===== src/rtl/iob_cache_wtb_ctrl_pkg.sv =====
// Shared definitions for the write-through buffer controller and its parent,
// which sizes the external two-port RAM from the same word-width helper.
package iob_cache_wtb_ctrl_pkg;

    typedef enum logic [1:0] {
        WTB_IDLE  = 2'd0,
        WTB_FETCH = 2'd1,
        WTB_REQ   = 2'd2
    } wtb_state_e;

    // RAM word is {addr, wdata, wstrb}
    function automatic int wtb_mem_w(input int addr_w, input int data_w);
        return addr_w + data_w + data_w / 8;
    endfunction

endpackage


===== src/rtl/iob_cache_wtb_ctrl.sv =====
// Write-through buffer controller: queues cache writes into an external RAM
// and replays them one at a time on the backend IOb write port.
module iob_cache_wtb_ctrl
    import iob_cache_wtb_ctrl_pkg::*;
#(
    parameter int ADDR_W         = 32,
    parameter int DATA_W         = 32,
    parameter int WTB_MEM_ADDR_W = 4,
    localparam int STRB_W        = DATA_W / 8,
    localparam int MEM_W         = wtb_mem_w(ADDR_W, DATA_W)
) (
    input  logic                      clk_i,
    input  logic                      rst_i,
    input  logic                      cke_i,
    input  logic                      wr_valid_i,
    input  logic [ADDR_W-1:0]         wr_addr_i,
    input  logic [DATA_W-1:0]         wr_wdata_i,
    input  logic [STRB_W-1:0]         wr_wstrb_i,
    output logic                      wr_ready_o,
    output logic                      mem_w_en_o,
    output logic [WTB_MEM_ADDR_W-1:0] mem_w_addr_o,
    output logic [MEM_W-1:0]          mem_w_data_o,
    output logic                      mem_r_en_o,
    output logic [WTB_MEM_ADDR_W-1:0] mem_r_addr_o,
    input  logic [MEM_W-1:0]          mem_r_data_i,
    output logic                      be_iob_avalid_o,
    output logic [ADDR_W-1:0]         be_iob_addr_o,
    output logic [DATA_W-1:0]         be_iob_wdata_o,
    output logic [STRB_W-1:0]         be_iob_wstrb_o,
    input  logic                      be_iob_ready_i,
    output logic                      empty_o,
    output logic                      full_o,
    output logic [WTB_MEM_ADDR_W:0]   level_o
);

    localparam int LVL_W = WTB_MEM_ADDR_W + 1;
    localparam logic [LVL_W-1:0] DEPTH = {1'b1, {WTB_MEM_ADDR_W{1'b0}}};
    localparam logic [LVL_W-1:0] LVL_ONE = {{(LVL_W-1){1'b0}}, 1'b1};
    localparam logic [WTB_MEM_ADDR_W-1:0] PTR_ONE = {{(WTB_MEM_ADDR_W-1){1'b0}}, 1'b1};

    wtb_state_e                state_r;
    wtb_state_e                state_nxt_s;
    logic [WTB_MEM_ADDR_W-1:0] wptr_r;
    logic [WTB_MEM_ADDR_W-1:0] rptr_r;
    logic [LVL_W-1:0]          level_r;
    logic                      avalid_r;
    logic [ADDR_W-1:0]         addr_r;
    logic [DATA_W-1:0]         wdata_r;
    logic [STRB_W-1:0]         wstrb_r;
    logic                      full_s;
    logic                      empty_s;
    logic                      push_s;
    logic                      hs_s;
    logic                      rd_s;

    assign full_s  = (level_r == DEPTH);
    assign empty_s = (level_r == {LVL_W{1'b0}});
    assign push_s  = wr_valid_i & ~full_s;
    // avalid_r is only ever set while in REQ, so this is the REQ handshake
    assign hs_s    = avalid_r & be_iob_ready_i;

    // Next-state decode; the RAM read is issued on leaving IDLE
    always_comb begin
        state_nxt_s = state_r;
        rd_s        = 1'b0;
        case (state_r)
            WTB_IDLE: begin
                if (!empty_s) begin
                    rd_s        = 1'b1;
                    state_nxt_s = WTB_FETCH;
                end else begin
                    state_nxt_s = WTB_IDLE;
                end
            end
            WTB_FETCH: state_nxt_s = WTB_REQ;
            WTB_REQ: begin
                if (be_iob_ready_i) begin
                    state_nxt_s = WTB_IDLE;
                end else begin
                    state_nxt_s = WTB_REQ;
                end
            end
            default: state_nxt_s = WTB_IDLE;
        endcase
    end

    // FSM state register
    always_ff @(posedge clk_i) begin
        if (rst_i) begin
            state_r <= WTB_IDLE;
        end else if (cke_i) begin
            state_r <= state_nxt_s;
        end
    end

    // Pointers and occupancy; level includes the entry held in the output registers
    always_ff @(posedge clk_i) begin
        if (rst_i) begin
            wptr_r  <= {WTB_MEM_ADDR_W{1'b0}};
            rptr_r  <= {WTB_MEM_ADDR_W{1'b0}};
            level_r <= {LVL_W{1'b0}};
        end else if (cke_i) begin
            if (push_s) begin
                wptr_r <= wptr_r + PTR_ONE;
            end
            if (hs_s) begin
                rptr_r <= rptr_r + PTR_ONE;
            end
            case ({push_s, hs_s})
                2'b10:   level_r <= level_r + LVL_ONE;
                2'b01:   level_r <= level_r - LVL_ONE;
                default: level_r <= level_r;
            endcase
        end
    end

    // Backend request registers: loaded from RAM in FETCH, held until accepted
    always_ff @(posedge clk_i) begin
        if (rst_i) begin
            avalid_r <= 1'b0;
            addr_r   <= {ADDR_W{1'b0}};
            wdata_r  <= {DATA_W{1'b0}};
            wstrb_r  <= {STRB_W{1'b0}};
        end else if (cke_i) begin
            if (state_r == WTB_FETCH) begin
                avalid_r                    <= 1'b1;
                {addr_r, wdata_r, wstrb_r} <= mem_r_data_i;
            end else if (hs_s) begin
                avalid_r <= 1'b0;
            end
        end
    end

    assign wr_ready_o      = ~full_s;
    assign mem_w_en_o      = push_s;
    assign mem_w_addr_o    = wptr_r;
    assign mem_w_data_o    = {wr_addr_i, wr_wdata_i, wr_wstrb_i};
    assign mem_r_en_o      = rd_s;
    assign mem_r_addr_o    = rptr_r;
    assign be_iob_avalid_o = avalid_r;
    assign be_iob_addr_o   = addr_r;
    assign be_iob_wdata_o  = wdata_r;
    assign be_iob_wstrb_o  = wstrb_r;
    assign empty_o         = empty_s;
    assign full_o          = full_s;
    assign level_o         = level_r;

endmodule


===== config.mk =====
export PLATFORM = sky130hd
export DESIGN_NAME = iob_cache_wtb_ctrl
export DESIGN_NICKNAME = d
export VERILOG_FILES = /design/src/rtl/iob_cache_wtb_ctrl_pkg.sv /design/src/rtl/iob_cache_wtb_ctrl.sv
export SDC_FILE = /design/constraint.sdc
export NUM_CORES = 1
export LEC_CHECK = 0
export BUFFER_PORTS_ARGS = -buffer_cell sky130_fd_sc_hd__clkbuf_2
export CORE_AREA = 3 3 114 116
export DETAILED_ROUTE_END_ITERATION = 12
export DIE_AREA = 0 0 117 119
export GPL_TIMING_DRIVEN = 1
export HOLD_SLACK_MARGIN = 0.02
export SETUP_SLACK_MARGIN = 0.1
export SKIP_LAST_GASP = 1
export SLEW_MARGIN = 20
export SYNTH_ARGS = -nofsm -noshare
export SYNTH_HDL_FRONTEND = slang
export SYNTH_SLANG_ARGS = --single-unit

===== constraint.sdc =====
create_clock -name clk_i -period 4.2 [get_ports clk_i]
set_input_delay 0.42 -clock clk_i [delete_from_list [all_inputs] [get_ports clk_i]]
set_output_delay 0.42 -clock clk_i [all_outputs]
set_load 0.02 [all_outputs]

==> results.cfg, run 1 <==
[logic_synthesis]
synth.area.top_cells = dfxtp_1, nand2_1, buf_4
synth_cells = 466
ys_types = 33
yosysTopAreaCell = dfxtp_1
yosysTopAreaCellShare_pct = 45.5
syn_area_sq_um = 3700
ys_seq_area_share_pct = 45.5
synthesis.nets = 614
syn_area_per_cell_sq_um = 7.94
yosys_warnings = 0
ys_ff_latch = 84

[critical_path]
cp_max_fo = 6
crit_required_ns = 4.42
arrival_ns = 3.09
worstSetupPathType = reg -> reg
worstSetupEndpointType = flop
start_kind = flop

[place]
port-buffer-count = 159
globalplace.congestion = 0.744
detailed_place_hpwl_um = 7090
postPlaceCellArea_sq_um = 4090

[clock_tree]
ctsHoldBuffers = 0
cts_buffers = 9
cts_num_sinks = 84
root_buffer = clkbuf_16
cts_max_level = 3
cts_tree = done
clock_latency_ns = 0.33
cts.repair.resized = 0
cts_buffer_depth = 2
cts_setup_buffers = 0
clk_pin_slew_ns = 0.06

[cells_and_area]
nFillCells = 1257
n_antenna_cell = 0
final_layout_size_suffix_gt1_share_pct = 33.3
num-nets-final = 693
area_growth_pct = 18.3
final_area_sq_um = 4380

[drt]
via_per_inst = 4.49
wirelength_um = 9470
drcViolationCount = 0
num_vias = 3131
ant_nets = 0
wl_per_cell_um = 13.6
drt-pass1-iter-count = 4
drt_iter0_drc = 125

[die]
die_w_um = 117
dieArea_sq_um = 13900
rows = 40
ios = 296
initial_core_util_pct = 30.8
coreArea_sq_um = 12000
die_y_um = 119

[global_routing]
grt_max_degree = 44
grt_pass1_vias = 2884
busiest_layer = met2
grt_overflow = 0
use_met3_pct = 5.49
grt_pass1_wl_um = 14200
antenna_found_initial = 0
grt.total_usage_pct = 12.8
use_met2_pct = 21.6
grt.met1_usage_pct = 13.6

[power_and_ir_drop]
share_comb_of_total_power_pct = 9.6
leakagePower_nw = 1.93
p_int_w = 0.00133
ir_worst_vdd_mv = 0.147
swShare_pct = 24.2
power.density_nw_per_um2 = 401
p_switching_w = 0.000425
pwr-share-seq_pct = 47.4
p_clk_share_pct = 43.1

[sta]
fin_crit_sh_pct = 68.4
rsz0062_at_grt = no
drv_slew = 0
hold_viol = 0
period_needed_ns = 2.87
fin_setup_tns_ns = 0
timing.fmax_ghz = 0.348
worst_pin_slew_ns = 0.838
clock_skew_ns = 0.00571
max-slew-margin-rel_pct = 44.2
setup_viol = 0

[outcome]
status = finished, final reports clean

[hold_path]
hold_class = in -> reg

[job]
cap_violations = 0
## stage by stage
stage / setup WS (ns) / total power, W / std cells / utilization (%) / hold slack [ns]
floorplan: 1.38 / 0.00104 / 466 / - / 0.458
global placement: 1.39 / 0.00102 / 681 / 34.0 / 0.441
detailed placement: 1.34 / 0.00102 / 681 / 34.0 / 0.448
CTS: 1.32 / 0.00180 / 697 / 36.4 / 0.275
global route: 1.04 / 0.00185 / 697 / 36.4 / 0.291
finish: 1.33 / 0.00176 / 697 / 36.4 / 0.301
## critical path, cell delays in order, from the launching register on
cell and delay, ns:
dfxtp_1 0.36, nor4_1 0.49, nand2_1 0.17, nand2_1 0.12, ha_1 0.26, inv_1 0.10
fa_1 0.38, nand2b_1 0.17, a21oi_1 0.16, mux2i_1 0.22, mux2_1 0.32
## kinds of logic after synthesis
| family | Yosys count | synth area share (%) |
|---|---|---|
| xor+xnor | 4 | 0.947 |
| flops | 84 | 45.5 |
| fa+ha+maj | 7 | 2.57 |
| compound gates | 84 | 12.2 |
| mux | 5 | 1.39 |
| simple gates | 181 | 19.8 |
| buf+inv | 101 | 17.7 |
## synth_stat cells
| library cell | number |
|---|---|
| nand2b_1 | 3 |
| xnor2_1 | 1 |
| or2_1 | 1 |
| and2_1 | 1 |
| mux2i_1 | 4 |
| buf_2 | 9 |
| dfxtp_1 | 84 |
| nor3_1 | 1 |
| nand4b_1 | 1 |
| nor4_1 | 1 |
| a21o_2 | 1 |
| nand2_1 | 147 |
| buf_4 | 70 |
| o21ba_1 | 1 |
| ha_1 | 6 |
| nand3b_1 | 1 |
| o21a_1 | 1 |
| mux2_1 | 1 |
| xor2_1 | 3 |
| clkbuf_1 | 16 |
| or3_1 | 1 |
| nor2b_1 | 1 |
| o21ai_0 | 2 |
| a21oi_1 | 76 |
| fa_1 | 1 |
| inv_1 | 6 |
| or4_4 | 1 |
| nor2_1 | 14 |
| o211ai_4 | 1 |
| nand4_1 | 1 |
| a211oi_1 | 2 |
| or4_1 | 1 |
| nand3_1 | 6 |
## routing by layer
layer / wire length (um) / vias to the layer above
met4: 225 / 0
met5: 0 / -
li1: - / 1586
met2: 4440 / 157
met3: 1150 / 26
met1: 3650 / 1362
## cell usage in the layout (no fill, tap or decap), types with 4 or more instances in the layout
cell type / netlist / layout
a21oi_1: 76 / 76
buf_4: 70 / 4
clkbuf_16: 0 / 9
clkbuf_2: 0 / 159
dfxtp_1: 84 / 84
ha_1: 6 / 6
inv_1: 6 / 6
mux2i_1: 4 / 4
nand2_1: 147 / 147
nand3_1: 6 / 6
nor2_1: 14 / 13
## state kept, by name, summed over array words and instances, names as in the netlist
register,count
level_o,5
mem_r_addr_o,4
state_r,2
be_iob_avalid_o,1
be_iob_wdata_o,32
be_iob_wstrb_o,4
mem_w_addr_o,4
be_iob_addr_o,32
## final timing paths
path	start	end	slack (ns)	cells past startpoint
hold / removal	mem_r_data_i[19]	be_iob_wdata_o[15]	0.30	3
setup / recovery	level_o[1]	level_o[4]	1.33	10
hold reg to reg	be_iob_addr_o[30]	be_iob_addr_o[30]	0.45	2
setup reg to reg	level_o[1]	level_o[4]	1.33	10
## power by group through the flow
stage               Sequential (W)  Combinational (W)  Clock [W]
detailed placement        0.000850           0.000171          0
finish                    0.000832           0.000168   0.000756
CTS                       0.000832           0.000171   0.000792
floorplan                 0.000873           0.000168          0
global route              0.000835           0.000186   0.000830
global placement          0.000849           0.000168          0
## cell type report
class | count | area [sq um] | area share, %
multi-input cells | 281 | 1370 | 31.4
flip-flops and latches | 84 | 1680 | 38.4
clock buffers | 13 | 270 | 6.17
repair buffers | 163 | 826 | 18.9
clock inverters | 3 | 20.0 | 0.457
well taps | 147 | 184 | 4.20
inverters | 6 | 22.5 | 0.515
Note: power is estimated with default switching activity, not from simulation.
==> run 2: changes to the inputs <==
Settings changed: PLACE_DENSITY set to 0.67.
Clock period 4.2 ns to 2.5 ns, I/O delays scaled along.
==> results.cfg, run 2 (same netlist as run 1, synthesis figures left out) <==
[global_routing]
grt_max_degree = 43
grt_overflow = 0
antenna_found_initial = 0
grt_pass1_wl_um = 14600
grt_pass1_vias = 2965
grt.total_usage_pct = 13.4

[cells_and_area]
fin_util_pct = 37.5
final_layout_size_suffix_gt1_share_pct = 36.2
nFillCells = 1236
layout_commonest_cell = clkbuf_2
final_cell_mix = clkbuf_2, nand2_1, dfxtp_1
finalNonFillerCells = 705
area_growth_pct = 21.8
n_antenna_cell = 0
num-nets-final = 702

[clock_tree]
root_buffer = clkbuf_16
clk_pin_slew_ns = 0.06
cts_buffer_depth = 2
clock_latency_ns = 0.34
cts_num_sinks = 84
cts_buffers = 9
cts_tree = done
cts_max_level = 3

[drt]
num_vias = 3232
wl_per_cell_um = 13.4
ant_nets = 0
wirelength_um = 9470
drt_iter0_drc = 145
drcViolationCount = 0
drt-pass1-iter-count = 4
via_per_inst = 4.58

[die]
rows = 40
ios = 296
die_y_um = 119
die_w_um = 117
initial_core_util_pct = 30.8
dieArea_sq_um = 13900
coreArea_sq_um = 12000

[sta]
hold_ws_ns = 0.131
clock_skew_ns = 0.00330
finalWorstSetupSlack_ns = 0.109
max-slew-margin-rel_pct = 55.1
hold_viol = 0
rsz0062_at_grt = yes
period_needed_ns = 2.39
setup_viol = 0
fin_crit_sh_pct = 95.6
timing.fmax_ghz = 0.418
drv_slew = 0
worst_pin_slew_ns = 0.673

[critical_path]
arrival_ns = 2.61
worstSetupEndpointType = flop
worstSetupPathType = reg -> reg
crit_required_ns = 2.72
start_kind = flop
cp_max_fo = 4

[hold_path]
hold_class = in -> reg

[place]
globalplace.congestion = 0.720
port-buffer-count = 159
place_ws_ns = 0.0527
detailed_place_hpwl_um = 7150
dpl.cell_count = 684

[outcome]
status = finished, final reports clean

[power_and_ir_drop]
ir_worst_vdd_mv = 0.316
power.density_nw_per_um2 = 659
leakagePower_nw = 2.01

[job]
cap_violations = 0
==> run 2: worst paths after layout <==
check / start / slack, ns / endpoint / cells after the start
hold reg to reg: be_iob_addr_o[22] / 0.45 / be_iob_addr_o[22] / 2
setup reg to reg: level_o[3] / 0.11 / level_o[4] / 10
setup / recovery: level_o[3] / 0.11 / level_o[4] / 10
hold / removal: mem_r_data_i[12] / 0.13 / be_iob_wdata_o[8] / 3
==> run 2: critical path: stages (launching register included) <==
cell	delay, ns
dfxtp_4	0.36
nor4_4	0.31
nand2_2	0.11
nand2_2	0.12
ha_4	0.15
inv_2	0.05
fa_2	0.35
nand2b_4	0.15
a21oi_2	0.14
mux2i_1	0.21
mux2_1	0.33
==> run 2: final cells by class <==
type / instances / area [sq um] / area share (%)
clock inverter: 3 / 18.8 / 0.417
clock buffer: 12 / 268 / 5.94
tap: 147 / 184 / 4.08
multi-input combinational: 281 / 1420 / 31.5
timing repair buffer: 172 / 906 / 20.1
inverter: 6 / 22.5 / 0.500
sequential: 84 / 1690 / 37.5
==> run 2: per-stage QoR <==
stage	cell area (sq um)	total power, W	TNS (ns)
5_1_grt	4510	0.00313	-0.0386
3_5_place_dp	4170	0.00173	0
6_report	4510	0.00297	0
2_1_floorplan	3750	0.00175	0
3_3_place_gp	4170	0.00172	0
4_1_cts	4470	0.00303	0
==> run 2: routing by layer <==
layer / up-vias / routed length, um / share of wire [%] / GRT usage, %
met5: - / 0 / 0 / 0
met4: 0 / 203 / 2.1 / 5.81
met3: 25 / 879 / 9.3 / 5.18
met2: 147 / 4630 / 49 / 23.0
met1: 1453 / 3750 / 40 / 14.3
li1: 1607 / - / - / -
==> run 2: repair_timing <==
item,CTS,global route
resized for setup,0,1
setup buffers,1,5
hold buffers,0,0
endpoints found under the setup margin,1,1
gates cloned,0,0
hold endpoints to repair,0,0
pin swaps,1,6
==> run 2: report_power, final <==
group          leakage, nW  internal, W  switching, W
clock network        0.144     0.000755      0.000516
registers            0.681      0.00137     0.0000253
logic                 1.18     0.000120      0.000180
==> run 3: changes to the inputs <==
Settings changed: CORE_AREA 3 3 114 116 to unset, CORE_MARGIN set to 3, CORE_UTILIZATION set to 30, DIE_AREA 0 0 117 119 to unset.
==> results.cfg, run 3 (same netlist as run 1, synthesis figures left out) <==
[outcome]
status = finished, final reports clean

[global_routing]
grt_pass1_wl_um = 13900
use_met2_pct = 22.6
grt_pass1_vias = 2948
grt_max_degree = 41
antenna_found_initial = 0
busiest_layer = met2
use_met3_pct = 4.94
grt.total_usage_pct = 13.0
grt.met1_usage_pct = 13.9
grt_overflow = 0

[place]
dpl.cell_count = 679
port-buffer-count = 159
detailed_place_hpwl_um = 7370
globalplace.congestion = 0.757

[clock_tree]
clk_pin_slew_ns = 0.06
root_buffer = clkbuf_16
cts_buffer_depth = 2
cts_buffers = 9
cts_tree = done
cts_max_level = 3
ctsHoldBuffers = 0
clock_latency_ns = 0.33
cts_num_sinks = 84

[sta]
worst_pin_slew_ns = 0.749
rsz0062_at_grt = yes
drv_slew = 0
period_needed_ns = 2.35
clock_skew_ns = 0.00603
hold_viol = 0
fin_crit_sh_pct = 94.0
fin_setup_tns_ns = 0
timing.fmax_ghz = 0.425
setup_viol = 0
max-slew-margin-rel_pct = 50.0

[die]
die_w_um = 117
die_y_um = 117
coreArea_sq_um = 11700
dieArea_sq_um = 13700
initial_core_util_pct = 31.6
rows = 39
ios = 296

[cells_and_area]
final_cell_mix = clkbuf_2, nand2_1, dfxtp_1
n_antenna_cell = 0
num-nets-final = 704
final_layout_size_suffix_gt1_share_pct = 36.4
fin_util_pct = 38.5
area_growth_pct = 21.8
finalNonFillerCells = 703
layout_commonest_cell = clkbuf_2

[power_and_ir_drop]
ir_worst_vdd_mv = 0.436
power.density_nw_per_um2 = 659
finalPower_w = 0.00297
leakagePower_nw = 2.01

[hold_path]
hold_class = in -> reg

[critical_path]
arrival_ns = 2.57
worstSetupEndpointType = flop
start_kind = flop
reg2reg_setup_slack_ns = 0.15
crit_required_ns = 2.72
worstSetupPathType = reg -> reg
cp_max_fo = 4

[drt]
via_per_inst = 4.61
num_vias = 3240
drcViolationCount = 0
drt-pass1-iter-count = 4
drt_iter0_drc = 109
ant_nets = 0
wl_per_cell_um = 13.7
wirelength_um = 9640

[job]
cap_violations = 0
## run 3: changes by cell type in the layout (fill, tap and decap cells not counted), sizes merged
cell,delta
buf,+2
clkbuf,-2
clkinv,+2
bufinv,+1
inv,-1
## run 3: path summary, 6_finish.rpt
kind	startpoint	end	cells after the start
max	level_o[1]	level_o[4]	10
min	mem_r_data_i[20]	be_iob_wdata_o[16]	3
max reg2reg	level_o[1]	level_o[4]	10
min reg2reg	be_iob_wdata_o[25]	be_iob_wdata_o[25]	2
## run 3: metrics by stage
stage,setup WS (ns),hold slack (ns),cell area (sq um)
after floorplan,0.105,0.386,3750
final,0.149,0.133,4510
after CTS,0.100,0.113,4480
after global routing,0.0416,0.126,4510
after global placement,0.116,0.440,4150
after detailed placement,0.0499,0.445,4150
## run 3: routing by layer
metal | vias up | wire length, um
li1 | 1609 | -
met3 | 23 | 949
met5 | - | 0
met1 | 1438 | 3870
met4 | 0 | 219
met2 | 170 | 4600
## run 3: layout make-up
| type | instances | area, sq um |
|---|---|---|
| Tap cell | 143 | 179 |
| Timing Repair Buffer | 174 | 908 |
| Fill cell | 1227 | 7200 |
| Clock inverter | 5 | 53.8 |
| Sequential cell | 84 | 1690 |
| Multi-Input combinational cell | 281 | 1420 |
| Inverter | 6 | 25.0 |
| Clock buffer | 10 | 229 |
## run 3: report_power, final
group / internal [W] / total [W] / switching (W)
clock: 0.000764 / 0.00127 / 0.000507
sequential: 0.00137 / 0.00140 / 0.0000253
combinational: 0.000120 / 0.000299 / 0.000179
## run 3: repair_timing
| item | CTS | global route |
|---|---|---|
| buffers inserted | 6 | 3 |
| setup endpoints to repair | 1 | 1 |
| gates resized for setup | 2 | 2 |
| pin swaps | 6 | 6 |
## run 3: critical path, stage by stage, from the launching register on
cell and delay, ns:
dfxtp_4 0.36, nor4_4 0.31, nand2_2 0.11, nand2_2 0.10
ha_4 0.15, inv_4 0.03, fa_2 0.33, nand2b_4 0.16
a21oi_2 0.15, mux2i_1 0.21, mux2_1 0.33
